`src/rtl/programm_lader_pkg.sv`:
```
// programm_lader shared definitions
// state encoding, word geometry, address width helper
package programm_lader_pkg;

  localparam int WORDSIZE_STD   = 32;
  localparam int WORDS_STD      = 256;
  localparam int BYTES_PRO_WORT = WORDSIZE_STD / 8;

  typedef enum logic [2:0] {
    LEERLAUF,
    EMPFANGEN,
    SCHREIBEN,
    QUITTIEREN,
    FERTIG,
    FEHLER
  } zustand_t;

  function automatic int adr_breite(input int worte);
    return (worte > 1) ? $clog2(worte) : 1;
  endfunction

endpackage

```
`src/rtl/programm_lader_if.sv`:
```
// programm_lader host byte stream and instruction-RAM write bus
// master = loader side, slave = host/RAM side
interface programm_lader_if
  import programm_lader_pkg::*;
#(
  parameter int WORDSIZE = WORDSIZE_STD
);

  logic [7:0]          ByteRein;
  logic                ByteGueltig;
  logic                ByteBereit;
  logic [31:0]         Adresse;
  logic [WORDSIZE-1:0] DatenRaus;
  logic                SchreibenAn;
  logic                DatenGeschrieben;

  modport master (
    input  ByteRein, ByteGueltig, DatenGeschrieben,
    output ByteBereit, Adresse, DatenRaus, SchreibenAn
  );

  modport slave (
    output ByteRein, ByteGueltig, DatenGeschrieben,
    input  ByteBereit, Adresse, DatenRaus, SchreibenAn
  );

endinterface

```
`src/rtl/programm_lader_wort_sammler.sv`:
```
// wort_sammler: big-endian byte packer
// wort is the word including the byte strobed this cycle
module wort_sammler
  import programm_lader_pkg::*;
#(
  parameter int WORDSIZE = WORDSIZE_STD
) (
  input  logic                Clock,
  input  logic                Reset,
  input  logic                strobe,
  input  logic                clear,
  input  logic [7:0]          byte_in,
  output logic [WORDSIZE-1:0] wort,
  output logic                voll
);

  localparam int BPW = WORDSIZE / 8;
  localparam int CW  = (BPW > 1) ? $clog2(BPW) : 1;

  logic [WORDSIZE-1:0] schieb_q, schieb_d;
  logic [CW-1:0]       zahl_q, zahl_d;

  assign wort = (schieb_q << 8) | WORDSIZE'(byte_in);
  assign voll = strobe && (zahl_q == CW'(BPW - 1));

  // shift in bytes; restart after a full word or on clear
  always_comb begin
    schieb_d = schieb_q;
    zahl_d   = zahl_q;
    if (clear || voll) begin
      schieb_d = '0;
      zahl_d   = '0;
    end else if (strobe) begin
      schieb_d = wort;
      zahl_d   = zahl_q + CW'(1);
    end
  end

  // shift register and byte counter
  always_ff @(posedge Clock or negedge Reset) begin
    if (!Reset) begin
      schieb_q <= '0;
      zahl_q   <= '0;
    end else begin
      schieb_q <= schieb_d;
      zahl_q   <= zahl_d;
    end
  end

endmodule

```
`src/rtl/programm_lader.sv`:
```
// programm_lader: streams bytes into instruction RAM
// holds the CPU in reset until the last word is acknowledged
module programm_lader
  import programm_lader_pkg::*;
#(
  parameter int WORDSIZE = WORDSIZE_STD,
  parameter int WORDS    = WORDS_STD
) (
  input  logic         Clock,
  input  logic         Reset,
  input  logic         Start,
  input  logic [31:0]  AnzahlWorte,
  programm_lader_if.master bus,
  output logic         CPUReset,
  output logic         Fertig,
  output logic         Fehler
);

  localparam int AW = adr_breite(WORDS);

  zustand_t            state_q, state_d;
  logic [AW-1:0]       adr_q, adr_d;
  logic [31:0]         anz_q, anz_d;
  logic [WORDSIZE-1:0] daten_q, daten_d;
  logic                bb_q, bb_d;
  logic                wr_q, wr_d;
  logic                cpu_rst_q, cpu_rst_d;
  logic                fertig_q, fertig_d;
  logic                fehler_q, fehler_d;

  logic                strobe;
  logic                clear;
  logic                voll;
  logic [WORDSIZE-1:0] wort;
  logic                ungueltig;
  logic                letztes;

  assign strobe    = bb_q && bus.ByteGueltig;
  assign ungueltig = (AnzahlWorte == 32'd0) ||
                     (AnzahlWorte > 32'(WORDS));
  assign letztes   = (32'(adr_q) == anz_q - 32'd1);

  wort_sammler #(
    .WORDSIZE(WORDSIZE)
  ) u_sammler (
    .Clock  (Clock),
    .Reset  (Reset),
    .strobe (strobe),
    .clear  (clear),
    .byte_in(bus.ByteRein),
    .wort   (wort),
    .voll   (voll)
  );

  // next state; outputs registered from the next state
  always_comb begin
    state_d = state_q;
    adr_d   = adr_q;
    anz_d   = anz_q;
    daten_d = daten_q;
    clear   = 1'b0;
    unique case (state_q)
      LEERLAUF, FERTIG, FEHLER: begin
        if (Start) begin
          anz_d   = AnzahlWorte;
          adr_d   = '0;
          clear   = 1'b1;
          state_d = ungueltig ? FEHLER : EMPFANGEN;
        end
      end
      EMPFANGEN: begin
        if (voll) begin
          daten_d = wort;
          state_d = SCHREIBEN;
        end
      end
      SCHREIBEN: begin
        if (bus.DatenGeschrieben) state_d = QUITTIEREN;
      end
      QUITTIEREN: begin
        if (!bus.DatenGeschrieben) begin
          if (letztes) begin
            state_d = FERTIG;
          end else begin
            adr_d   = adr_q + AW'(1);
            state_d = EMPFANGEN;
          end
        end
      end
      default: state_d = LEERLAUF;
    endcase
    bb_d      = (state_d == EMPFANGEN);
    wr_d      = (state_d == SCHREIBEN);
    fertig_d  = (state_d == FERTIG);
    fehler_d  = (state_d == FEHLER);
    cpu_rst_d = (state_d != FERTIG);
  end

  // state, address, data and output flops
  always_ff @(posedge Clock or negedge Reset) begin
    if (!Reset) begin
      state_q   <= LEERLAUF;
      adr_q     <= '0;
      anz_q     <= '0;
      daten_q   <= '0;
      bb_q      <= 1'b0;
      wr_q      <= 1'b0;
      cpu_rst_q <= 1'b1;
      fertig_q  <= 1'b0;
      fehler_q  <= 1'b0;
    end else begin
      state_q   <= state_d;
      adr_q     <= adr_d;
      anz_q     <= anz_d;
      daten_q   <= daten_d;
      bb_q      <= bb_d;
      wr_q      <= wr_d;
      cpu_rst_q <= cpu_rst_d;
      fertig_q  <= fertig_d;
      fehler_q  <= fehler_d;
    end
  end

  assign bus.ByteBereit  = bb_q;
  assign bus.SchreibenAn = wr_q;
  assign bus.Adresse     = 32'(adr_q);
  assign bus.DatenRaus   = daten_q;
  assign CPUReset        = cpu_rst_q;
  assign Fertig          = fertig_q;
  assign Fehler          = fehler_q;

endmodule
```
`src/flat_wrapper.sv`:
```
// flat-port wrapper written by rule: the top's interface ports become plain ports
module programm_lader_flat import programm_lader_pkg::*;
#(
  parameter int WORDSIZE = WORDSIZE_STD,
  parameter int WORDS    = WORDS_STD
)
  (Clock, Reset, Start, AnzahlWorte, CPUReset, Fertig, Fehler, bus_ByteRein, bus_ByteGueltig, bus_DatenGeschrieben, bus_ByteBereit, bus_Adresse, bus_DatenRaus, bus_SchreibenAn);
  programm_lader_if #(.WORDSIZE(WORDSIZE)) bus_i ();
  input  logic Clock;
  input  logic Reset;
  input  logic Start;
  input  logic [31:0] AnzahlWorte;
  output logic CPUReset;
  output logic Fertig;
  output logic Fehler;
  input wire logic [$bits(bus_i.ByteRein)-1:0] bus_ByteRein;
  input wire logic [$bits(bus_i.ByteGueltig)-1:0] bus_ByteGueltig;
  input wire logic [$bits(bus_i.DatenGeschrieben)-1:0] bus_DatenGeschrieben;
  output wire logic [$bits(bus_i.ByteBereit)-1:0] bus_ByteBereit;
  output wire logic [$bits(bus_i.Adresse)-1:0] bus_Adresse;
  output wire logic [$bits(bus_i.DatenRaus)-1:0] bus_DatenRaus;
  output wire logic [$bits(bus_i.SchreibenAn)-1:0] bus_SchreibenAn;
  assign bus_i.ByteRein = bus_ByteRein;
  assign bus_i.ByteGueltig = bus_ByteGueltig;
  assign bus_i.DatenGeschrieben = bus_DatenGeschrieben;
  assign bus_ByteBereit = bus_i.ByteBereit;
  assign bus_Adresse = bus_i.Adresse;
  assign bus_DatenRaus = bus_i.DatenRaus;
  assign bus_SchreibenAn = bus_i.SchreibenAn;
  programm_lader #(.WORDSIZE(WORDSIZE), .WORDS(WORDS)) u_core (.Clock(Clock), .Reset(Reset), .Start(Start), .AnzahlWorte(AnzahlWorte), .bus(bus_i), .CPUReset(CPUReset), .Fertig(Fertig), .Fehler(Fehler));
endmodule
```
`config.mk`:
```
export PLATFORM = sky130hd
export DESIGN_NAME = programm_lader_flat
export DESIGN_NICKNAME = d
export VERILOG_FILES = /design/src/rtl/programm_lader_pkg.sv /design/src/rtl/programm_lader_if.sv /design/src/rtl/programm_lader_wort_sammler.sv /design/src/rtl/programm_lader.sv /design/src/flat_wrapper.sv
export SDC_FILE = /design/constraint.sdc
export NUM_CORES = 1
export LEC_CHECK = 0
export ABC_AREA = 1
export BUFFER_PORTS_ARGS = -buffer_cell sky130_fd_sc_hd__clkbuf_2
export CORE_MARGIN = 2
export CORE_UTILIZATION = 60
export DETAILED_ROUTE_END_ITERATION = 10
export PLACE_DENSITY = 0.86
export SETUP_SLACK_MARGIN = 0.02
export SYNTH_ARGS = -nofsm -noshare
export SYNTH_HDL_FRONTEND = slang
export SYNTH_SLANG_ARGS = --single-unit
```
`constraint.sdc`:
```
create_clock -name Clock -period 5.21 [get_ports Clock]
set_input_delay 0.7815 -clock Clock [delete_from_list [all_inputs] [get_ports Clock]]
set_output_delay 0.7815 -clock Clock [all_outputs]
set_load 0.005 [all_outputs]
```
==> results of run 1 <==
metal layers:
| layer | vias to the layer above | GRT usage, % | share of wire (%) |
|---|---|---|---|
| met4 | 0 | 9.21 | 2.6 |
| li1 | 2596 | - | - |
| met3 | 25 | 4.77 | 4.7 |
| met5 | - | 0 | 0 |
| met1 | 2370 | 38.7 | 45 |
| met2 | 128 | 43.5 | 48 |
final timing paths:
check	start	to	cells past startpoint
hold / removal	Reset	u_core.adr_q[5]	1
hold reg to reg	u_core.bus.DatenRaus[22]	u_core.bus.DatenRaus[22]	2
min in group Clock	u_core.bus.DatenRaus[22]	u_core.bus.DatenRaus[22]	2
setup / recovery	u_core.state_q[2]	u_core.u_sammler.zahl_q[1]	8
max in group asynchronous	Reset	u_core.bus.DatenRaus[23]	2
setup reg to reg	u_core.state_q[2]	u_core.u_sammler.zahl_q[1]	8
logic make-up (layout without fill, tap and decap cells):
| family | count (synthesis) | after routing | share of synthesized area (%) |
|---|---|---|---|
| compound gates | 102 | 102 | 9.15 |
| xor+xnor | 19 | 19 | 2.82 |
| fa+ha+maj | 3 | 3 | 0.635 |
| buf+inv | 133 | 197 | 10.6 |
| flops | 106 | 106 | 44.9 |
| other cells | 1 | 24 | 0.0635 |
| simple gates | 416 | 416 | 31.8 |
registers in the layout, indices dropped and copies added, names as in the netlist:
| signal | flops |
|---|---|
| u_core.state_q | 3 |
| u_core.bus.DatenRaus | 32 |
| u_core.u_sammler.schieb_q | 24 |
| u_core.adr_q | 8 |
| u_core.u_sammler.zahl_q | 2 |
| u_core.anz_q | 32 |
| u_core.bus.SchreibenAn | 1 |
| u_core.Fertig | 1 |
| u_core.CPUReset | 1 |
| u_core.Fehler | 1 |
| u_core.bus.ByteBereit | 1 |
final cells by class:
class	instances	area (µm²)
Tap cell	133	166
Multi-Input combinational cell	564	2720
Clock buffer	9	124
Timing Repair Buffer	91	463
Clock inverter	7	81.3
Inverter	90	352
Sequential cell	106	2650
Fill cell	837	3130
power by group:
group | internal [mW] | leakage (nW) | total (mW) | switching (mW)
Sequential | 1.09 | 1.40 | 1.31 | 0.218
Combinational | 0.485 | 1.78 | 1.44 | 0.951
Clock | 0.193 | 0.104 | 0.504 | 0.311
placed cells by master, fill, tap and decap left out, types with 10 or more instances in the layout:
cell / synthesis / layout
clkbuf_2: 1 / 88
dfrtp_1: 105 / 105
inv_1: 86 / 86
o21ai_0: 67 / 67
nand2_1: 214 / 214
o22ai_1: 24 / 24
xor2_1: 10 / 10
nand3_1: 38 / 38
nor2_1: 103 / 103
conb_1: 1 / 24
==> flow_metrics.env, run 1 <==
export IMPL_finClkSkew_ns=0.0140
export IMPL_dpl_instance_area_mm2=0.00635
export IMPL_final_cells=1000
export IMPL_port_buffers=89
export IMPL_setup_viol=0
export IMPL_syn_instance_count=780
export IMPL_initial_core_util_pct=61.0
export IMPL_clk_pin_slew_ns=0.12
export IMPL_grt_pass1_vias=4672
export IMPL_relSlewSlack_pct=34.8
export IMPL_synthFlopType="dfrtp_1"
export IMPL_vias=5119
export IMPL_grt_usage_pct=27.4
export IMPL_dieArea_mm2=0.0107
export IMPL_tns_ns=0
export IMPL_syn_area_mm2=0.00591
export IMPL_crit_type="flip-flop to flip-flop"
export IMPL_coreArea_mm2=0.00968
export IMPL_cts_htree_levels=3
export IMPL_synth_seq_cells=106
export IMPL_clock_sinks=106
export IMPL_postCtsSetupBuffers=0
export IMPL_slew_viol_final=0
export IMPL_ant_nets=0
export IMPL_holdWs_ns=0.403
export IMPL_grt_max_degree=65
export IMPL_dp_hpwl_um=10400
export IMPL_antenna_found_initial=0
export IMPL_period_needed_ns=2.67
export IMPL_max_freq_mhz=374
export IMPL_place_inst=984
export IMPL_dr_pass1_iters=5
export IMPL_crit_slowest_cell="nand3_1"
export IMPL_hold_path_class="input pin to async pin"
export IMPL_cp_max_fo=64
export IMPL_r2r_setup_slack_ns=2.54
export IMPL_cp_required_ns=5.47
export IMPL_fin_crit_sh_pct=51.3
export IMPL_yosys_top_cells_area="dfrtp_1 (44%), nand2_1 (14%), nor2_1 (6.5%), o21ai_0 (5.7%), inv_1 (5.5%)"
export IMPL_die_width_um=103
export IMPL_clk_latency_ns=0.37
export IMPL_grt_pass1_wl_um=22500
export IMPL_finalInstanceArea_mm2=0.00656
export IMPL_first_iter_violations=341
export IMPL_power_density_mw_per_mm2=495
export IMPL_wirelength_um=13500
export IMPL_slowest_delay_ns=0.71
export IMPL_n_antenna_cell=0
export IMPL_dp_slack_ns=2.40
export IMPL_crit_arrival_ns=2.93
export IMPL_ir_drop_uv=348
export IMPL_overflow=0
export IMPL_yosysMostFrequentCell="nand2_1"
export IMPL_fin_util_pct=67.7
export IMPL_grt_setup_unrepaired="false"
export IMPL_cts_made_buffers=9
export IMPL_cts_buffer_depth=2
export IMPL_worstSetupEndpointType="flip-flop"
export IMPL_gp_congestion=0.983
export IMPL_leakage_nw=3.29
export IMPL_finalHoldViolations=0
export IMPL_yosysUniqueCellTypes=36
export IMPL_fp_row_count=36
export IMPL_die_y_um=103
export IMPL_io_pin_count=114
export IMPL_synth_top_area_share_pct=44.5
export IMPL_cts_root_buffer="clkbuf_8"
export IMPL_status="finished clean"
export IMPL_worst_slew_pin_slew_ns=0.976
export IMPL_yosys_warnings=0
export IMPL_via_per_inst=5.12
export IMPL_drive_gt1_share_pct=16.8
export IMPL_routedWlPerCell_um=13.5
export IMPL_drc_errors=0
export IMPL_critPathTopFamily="simple AND/OR/NAND/NOR gates"
export IMPL_ys_top_cells_by_count="nand2_1 (214), dfrtp_1 (105), nor2_1 (103)"
export IMPL_postSynthAreaPerCell_um2=7.58
export IMPL_layout_setup_ws_ns=2.54
export IMPL_synth_edf_count=0
export IMPL_cts_resized=0
export IMPL_cts_tree="built"
export IMPL_synthArstFlopShare_pct=100
export IMPL_ctsHoldBuffers=0
export IMPL_cp_start_kind="flip-flop"
export IMPL_worstPathBufferInverterCount=3
export IMPL_netlist_top_cell_by_area="dfrtp_1"
export IMPL_maxCapViolations=0
export IMPL_nNetsFinal=910
export IMPL_p_total_mw=3.24
export IMPL_syn_to_final_growth_pct=11.0
export IMPL_ys_seq_area_share_pct=44.9
export IMPL_worstPathCellList="inv_1 > nand2_1 > nand2_1 > nor2_4 > buf_4 > inv_1 > nand3_1 > o21ai_0"
Power figures use the tool's default switching activity.
==> inputs of run 2 (changes only) <==
--- a/config.mk
+++ b/config.mk
@@ -8,9 +8,9 @@
 export ABC_AREA = 1
 export BUFFER_PORTS_ARGS = -buffer_cell sky130_fd_sc_hd__clkbuf_2
 export CORE_MARGIN = 2
-export CORE_UTILIZATION = 60
+export CORE_UTILIZATION = 56
 export DETAILED_ROUTE_END_ITERATION = 10
-export PLACE_DENSITY = 0.86
+export PLACE_DENSITY = 0.81
 export SETUP_SLACK_MARGIN = 0.02
 export SYNTH_ARGS = -nofsm -noshare
 export SYNTH_HDL_FRONTEND = slang
==> constraint.sdc (replaced) <==
create_clock -name Clock -period 2.7 [get_ports Clock]
set_input_delay 0.405 -clock Clock [delete_from_list [all_inputs] [get_ports Clock]]
set_output_delay 0.405 -clock Clock [all_outputs]
set_load 0.005 [all_outputs]
==> run 2 against run 1 <==
Clock skew barely moved; first-iteration DRC count down 23%; non-clock buffer count grew 4; via count rose by 3.0%; power up 95%; combinational power grew 96%; hold slack lost 0.15 ns; clock-buffer cell count did not move; core utilization fell by 3.4 points; critical path depth is 5 higher; largest power group unchanged; highest routed layer unchanged.
==> flow_metrics.env, run 2 (synthesized netlist as in run 1, its figures left out) <==
export IMPL_power_density_mw_per_mm2=958
export IMPL_routedWlPerCell_um=14.7
export IMPL_sw_frac_of_total_pct=46.0
export IMPL_final_cells=1007
export IMPL_hold_path_class="input pin to flip-flop"
export IMPL_grt_max_degree=65
export IMPL_p_seq_share_pct=40.2
export IMPL_grt_pass1_wl_um=24700
export IMPL_io_pin_count=114
export IMPL_ir_drop_uv=496
export IMPL_via_per_inst=5.23
export IMPL_grt_pass1_vias=5221
export IMPL_p_sw_mw=2.91
export IMPL_clk_latency_ns=0.37
export IMPL_clock_sinks=106
export IMPL_holdWs_ns=0.251
export IMPL_setup_viol=0
export IMPL_vias=5271
export IMPL_clk_pin_slew_ns=0.11
export IMPL_cts_made_buffers=9
export IMPL_fp_row_count=37
export IMPL_fin_util_pct=64.3
export IMPL_cts_buffer_depth=2
export IMPL_leakage_nw=3.31
export IMPL_finClkSkew_ns=0.0135
export IMPL_n_antenna_cell=0
export IMPL_ant_nets=0
export IMPL_place_inst=990
export IMPL_nNetsFinal=914
export IMPL_worstSetupEndpointType="flip-flop"
export IMPL_worst_slew_pin_slew_ns=0.867
export IMPL_port_buffers=89
export IMPL_first_iter_violations=261
export IMPL_cts_root_buffer="clkbuf_8"
export IMPL_final_cell_mix="nand2_1 (214), dfrtp_1 (105), nor2_1 (103)"
export IMPL_overflow=0
export IMPL_syn_to_final_growth_pct=11.9
export IMPL_relSlewSlack_pct=42.1
export IMPL_coreArea_mm2=0.0103
export IMPL_nFillCells=921
export IMPL_wirelength_um=14800
export IMPL_cts_htree_levels=3
export IMPL_fin_crit_sh_pct=90.2
export IMPL_postCtsSetupBuffers=0
export IMPL_die_width_um=107
export IMPL_dr_pass1_iters=4
export IMPL_status="finished clean"
export IMPL_drc_errors=0
export IMPL_finalHoldViolations=0
export IMPL_max_freq_mhz=410
export IMPL_grt_setup_unrepaired="false"
export IMPL_dp_hpwl_um=11300
export IMPL_dpl_instance_area_mm2=0.00639
export IMPL_finalInstanceArea_mm2=0.00661
export IMPL_antenna_found_initial=0
export IMPL_p_comb_share_pct=44.5
export IMPL_cts_tree="built"
export IMPL_cp_max_fo=6
export IMPL_tns_ns=0
export IMPL_crit_arrival_ns=2.70
export IMPL_maxCapViolations=0
export IMPL_p_clk_share_pct=15.4
export IMPL_grt_usage_pct=27.4
export IMPL_crit_type="flip-flop to flip-flop"
export IMPL_mostFrequentLayoutCell="nand2_1"
export IMPL_cp_required_ns=2.97
export IMPL_period_needed_ns=2.44
export IMPL_cp_start_kind="flip-flop"
export IMPL_initial_core_util_pct=57.5
export IMPL_die_y_um=107
export IMPL_p_int_mw=3.42
export IMPL_drive_gt1_share_pct=17.2
export IMPL_slew_viol_final=0
export IMPL_dieArea_mm2=0.0114
export IMPL_gp_congestion=0.965
==> run 2: cell types whose count changed in the layout (fill, tap and decap cells not counted) <==
cell	delta
dlygate4sd3_1	+1
inv_6	-1
buf_4	+2
o21ai_2	+1
o21ai_1	-1
clkinvlp_4	+1
buf_12	+1
==> run 2: cell type report <==
class	count	area, µm²	share of cell area (%)
sequential	106	2650	40.1
timing repair buffer	95	508	7.69
clock inverter	7	80.1	1.21
tap	136	170	2.57
inverter	90	352	5.32
multi-input combinational	564	2720	41.2
clock buffer	9	124	1.87
==> run 2: timing repair <==
item | in CTS | in global routing
hold endpoints to repair | 23 | 0
setup endpoints to repair | 0 | 2
hold buffers | 1 | 0
gates resized for setup | 0 | 1
==> run 2: worst paths after layout <==
kind                                           from                  endpoint  slack, ns  cells after the start
max                                 u_core.anz_q[0]     u_core.bus.ByteBereit       0.26                     13
min                                 AnzahlWorte[24]          u_core.anz_q[24]       0.25                      3
max reg2reg                         u_core.anz_q[0]     u_core.bus.ByteBereit       0.26                     13
min reg2reg                u_core.bus.DatenRaus[23]  u_core.bus.DatenRaus[23]       0.50                      2
max in group asynchronous                     Reset  u_core.bus.DatenRaus[31]       1.41                      3
min in group asynchronous                     Reset           u_core.adr_q[1]       0.46                      2
==> run 2: critical path, cell delays in order, from the launching register on <==
cell and delay, ns:
dfrtp_1 0.39, inv_1 0.17, ha_1 0.27, nand2_4 0.12, nor2_4 0.22, nand2_1 0.15, o21ai_1 0.16, nand2_1 0.09
nor2_1 0.15, nand3b_1 0.10, nor2_1 0.09, nand3_1 0.13, o21ai_2 0.22, nor2_1 0.09
==> run 2: metal layers <==
metal | vias to the layer above | GRT usage [%] | wire length (µm)
li1 | 2601 | - | -
met1 | 2492 | 36.1 | 6320
met2 | 144 | 44.8 | 7290
met3 | 34 | 4.62 | 698
met4 | 0 | 11.8 | 472
met5 | - | 0 | 0
==> run 2: power groups by stage <==
| stage | Combinational (mW) | Sequential [mW] | Clock [mW] |
|---|---|---|---|
| detailed placement | 2.78 | 2.55 | 0 |
| global placement | 2.73 | 2.55 | 0 |
| global route | 3.19 | 2.61 | 1.05 |
| finish | 2.82 | 2.54 | 0.974 |
| floorplan | 2.09 | 2.44 | 0 |
| CTS | 2.80 | 2.53 | 0.994 |
==> run 2: metrics by stage <==
| stage | power, mW | setup WS (ns) |
|---|---|---|
| after floorplan | 4.53 | 0.590 |
| after global placement | 5.28 | 0.252 |
| after detailed placement | 5.33 | 0.270 |
| after CTS | 6.32 | 0.251 |
| after global routing | 6.85 | 0.0458 |
| final | 6.34 | 0.263 |
==> inputs of run 3 (changes only) <==
--- a/config.mk
+++ b/config.mk
@@ -10,6 +10,8 @@
 export CORE_MARGIN = 2
 export CORE_UTILIZATION = 56
 export DETAILED_ROUTE_END_ITERATION = 10
+export HOLD_SLACK_MARGIN = 0.03
+export MAX_ROUTING_LAYER = met4
 export PLACE_DENSITY = 0.81
 export SETUP_SLACK_MARGIN = 0.02
 export SYNTH_ARGS = -nofsm -noshare
==> run 3 against run 2 <==
Via count fell by 1.0%; critical path type unchanged; clock-buffer cell count did not move; highest routed layer unchanged; sequential power barely moved.
==> flow_metrics.env, run 3 (synthesized netlist as in run 1, its figures left out) <==
export IMPL_vias=5218
export IMPL_die_width_um=107
export IMPL_status="finished clean"
export IMPL_tns_ns=0
export IMPL_wirelength_um=14300
export IMPL_dr_pass1_iters=5
export IMPL_leakage_nw=3.31
export IMPL_ir_drop_uv=731
export IMPL_slew_viol_final=0
export IMPL_worstSetupEndpointType="flip-flop"
export IMPL_hold_path_class="input pin to async pin"
export IMPL_finalHoldViolations=0
export IMPL_dp_hpwl_um=11000
export IMPL_crit_type="flip-flop to flip-flop"
export IMPL_fin_crit_sh_pct=90.0
export IMPL_place_inst=991
export IMPL_grt_setup_unrepaired="false"
export IMPL_syn_to_final_growth_pct=11.6
export IMPL_final_cell_mix="nand2_1 (214), dfrtp_1 (105), nor2_1 (103)"
export IMPL_n_antenna_cell=0
export IMPL_coreArea_mm2=0.0103
export IMPL_antenna_found_initial=0
export IMPL_worst_slew_pin_slew_ns=0.850
export IMPL_cts_tree="built"
export IMPL_cts_htree_levels=3
export IMPL_gp_congestion=0.951
export IMPL_postCtsSetupBuffers=0
export IMPL_seqCellArea_mm2=0.00265
export IMPL_grt_max_degree=65
export IMPL_final_cells=1007
export IMPL_routedWlPerCell_um=14.2
export IMPL_cts_buffer_depth=2
export IMPL_finClkSkew_ns=0.0242
export IMPL_via_per_inst=5.18
export IMPL_drive_gt1_share_pct=17.2
export IMPL_nFillCells=951
export IMPL_cts_resized=0
export IMPL_nNetsFinal=914
export IMPL_maxCapViolations=0
export IMPL_clock_sinks=106
export IMPL_cp_required_ns=2.96
export IMPL_cts_made_buffers=9
export IMPL_grt_pass1_wl_um=23800
export IMPL_power_density_mw_per_mm2=955
export IMPL_first_iter_violations=246
export IMPL_cts_root_buffer="clkbuf_8"
export IMPL_ctsHoldBuffers=0
export IMPL_fp_row_count=37
export IMPL_ant_nets=0
export IMPL_dieArea_mm2=0.0114
export IMPL_port_buffers=89
export IMPL_drc_errors=0
export IMPL_grt_usage_pct=27.0
export IMPL_mostFrequentLayoutCell="nand2_1"
export IMPL_die_y_um=107
export IMPL_max_freq_mhz=412
export IMPL_clk_pin_slew_ns=0.11
export IMPL_cp_start_kind="flip-flop"
export IMPL_crit_arrival_ns=2.69
export IMPL_period_needed_ns=2.43
export IMPL_setup_viol=0
export IMPL_clk_latency_ns=0.38
export IMPL_grt_pass1_vias=5025
export IMPL_overflow=0
export IMPL_cp_max_fo=5
export IMPL_multi_input_area_mm2=0.00272
export IMPL_initial_core_util_pct=57.5
export IMPL_relSlewSlack_pct=43.3
export IMPL_r2r_setup_slack_ns=0.27
export IMPL_io_pin_count=114
[run 3: changes by cell type in the layout (fill, tap and decap cells not counted), sizes merged]
cell         change
dlygate4sd3      -1
clkinv           +1
clkinvlp         -1
buf              +1
[run 3: path summary, 6_finish.rpt]
path                                               start                          to  cells past startpoint
max in group asynchronous                          Reset     u_core.bus.DatenRaus[0]                      2
worst max register to register           u_core.anz_q[0]       u_core.bus.ByteBereit                     13
worst min-delay path                               Reset  u_core.u_sammler.zahl_q[0]                      1
worst min register to register  u_core.bus.DatenRaus[29]    u_core.bus.DatenRaus[29]                      2
worst max-delay path                     u_core.anz_q[0]       u_core.bus.ByteBereit                     13
min in group Clock                       AnzahlWorte[29]            u_core.anz_q[29]                      3
[run 3: where the power goes]
| part | total, mW | switching (mW) | leakage [nW] | internal, mW |
|---|---|---|---|---|
| clock network | 1.00 | 0.624 | 0.105 | 0.377 |
| registers | 2.54 | 0.442 | 1.40 | 2.10 |
| logic | 2.76 | 1.81 | 1.80 | 0.950 |
| total | 6.30 | 2.88 | 3.31 | 3.43 |
[run 3: per-stage QoR]
| step | setup WS (ns) | hold WS (ns) | area (µm²) | utilization [%] | power [mW] |
|---|---|---|---|---|---|
| 6_report | 0.271 | 0.0824 | 6600 | 64.2 | 6.30 |
| 5_1_grt | 0.134 | 0.140 | 6600 | 64.2 | 6.81 |
| 4_1_cts | 0.294 | 0.102 | 6600 | 64.2 | 6.31 |
| 3_5_place_dp | 0.309 | 0.476 | 6390 | 62.2 | 5.31 |
| 3_3_place_gp | 0.369 | 0.467 | 6390 | 62.2 | 5.27 |
| 2_1_floorplan | 0.590 | 0.109 | 6000 | - | 4.53 |
[run 3: critical path, cell delays in order, from the launching register on]
cell,delay (ns)
dfrtp_1,0.39
inv_1,0.17
ha_1,0.26
nand2_4,0.11
nor2_4,0.18
nand2_2,0.13
o21ai_1,0.15
nand2_1,0.10
nor2_1,0.12
nand3_1,0.08
nor2_1,0.14
nand3_1,0.13
o21ai_1,0.29
nor2_1,0.08
[run 3: area by class of cell]
| class | instances | share of cell area (%) |
|---|---|---|
| flip-flops and latches | 106 | 40.2 |
| clock buffers | 9 | 1.88 |
| repair buffers | 95 | 7.47 |
| inverters | 90 | 5.33 |
| clock inverters | 7 | 1.31 |
| well taps | 136 | 2.58 |
| multi-input cells | 564 | 41.2 |
[run 3: routing by layer]
metal  share of wire, %  up-vias  track usage [%]  wire (µm)
li1                   -     2598                -          -
met1                 42     2422             35.0       6050
met2                 49      156             42.6       7020
met3                4.7       42             4.13        671
met4                3.8        0             11.8        540
met5                  0        -                -          0
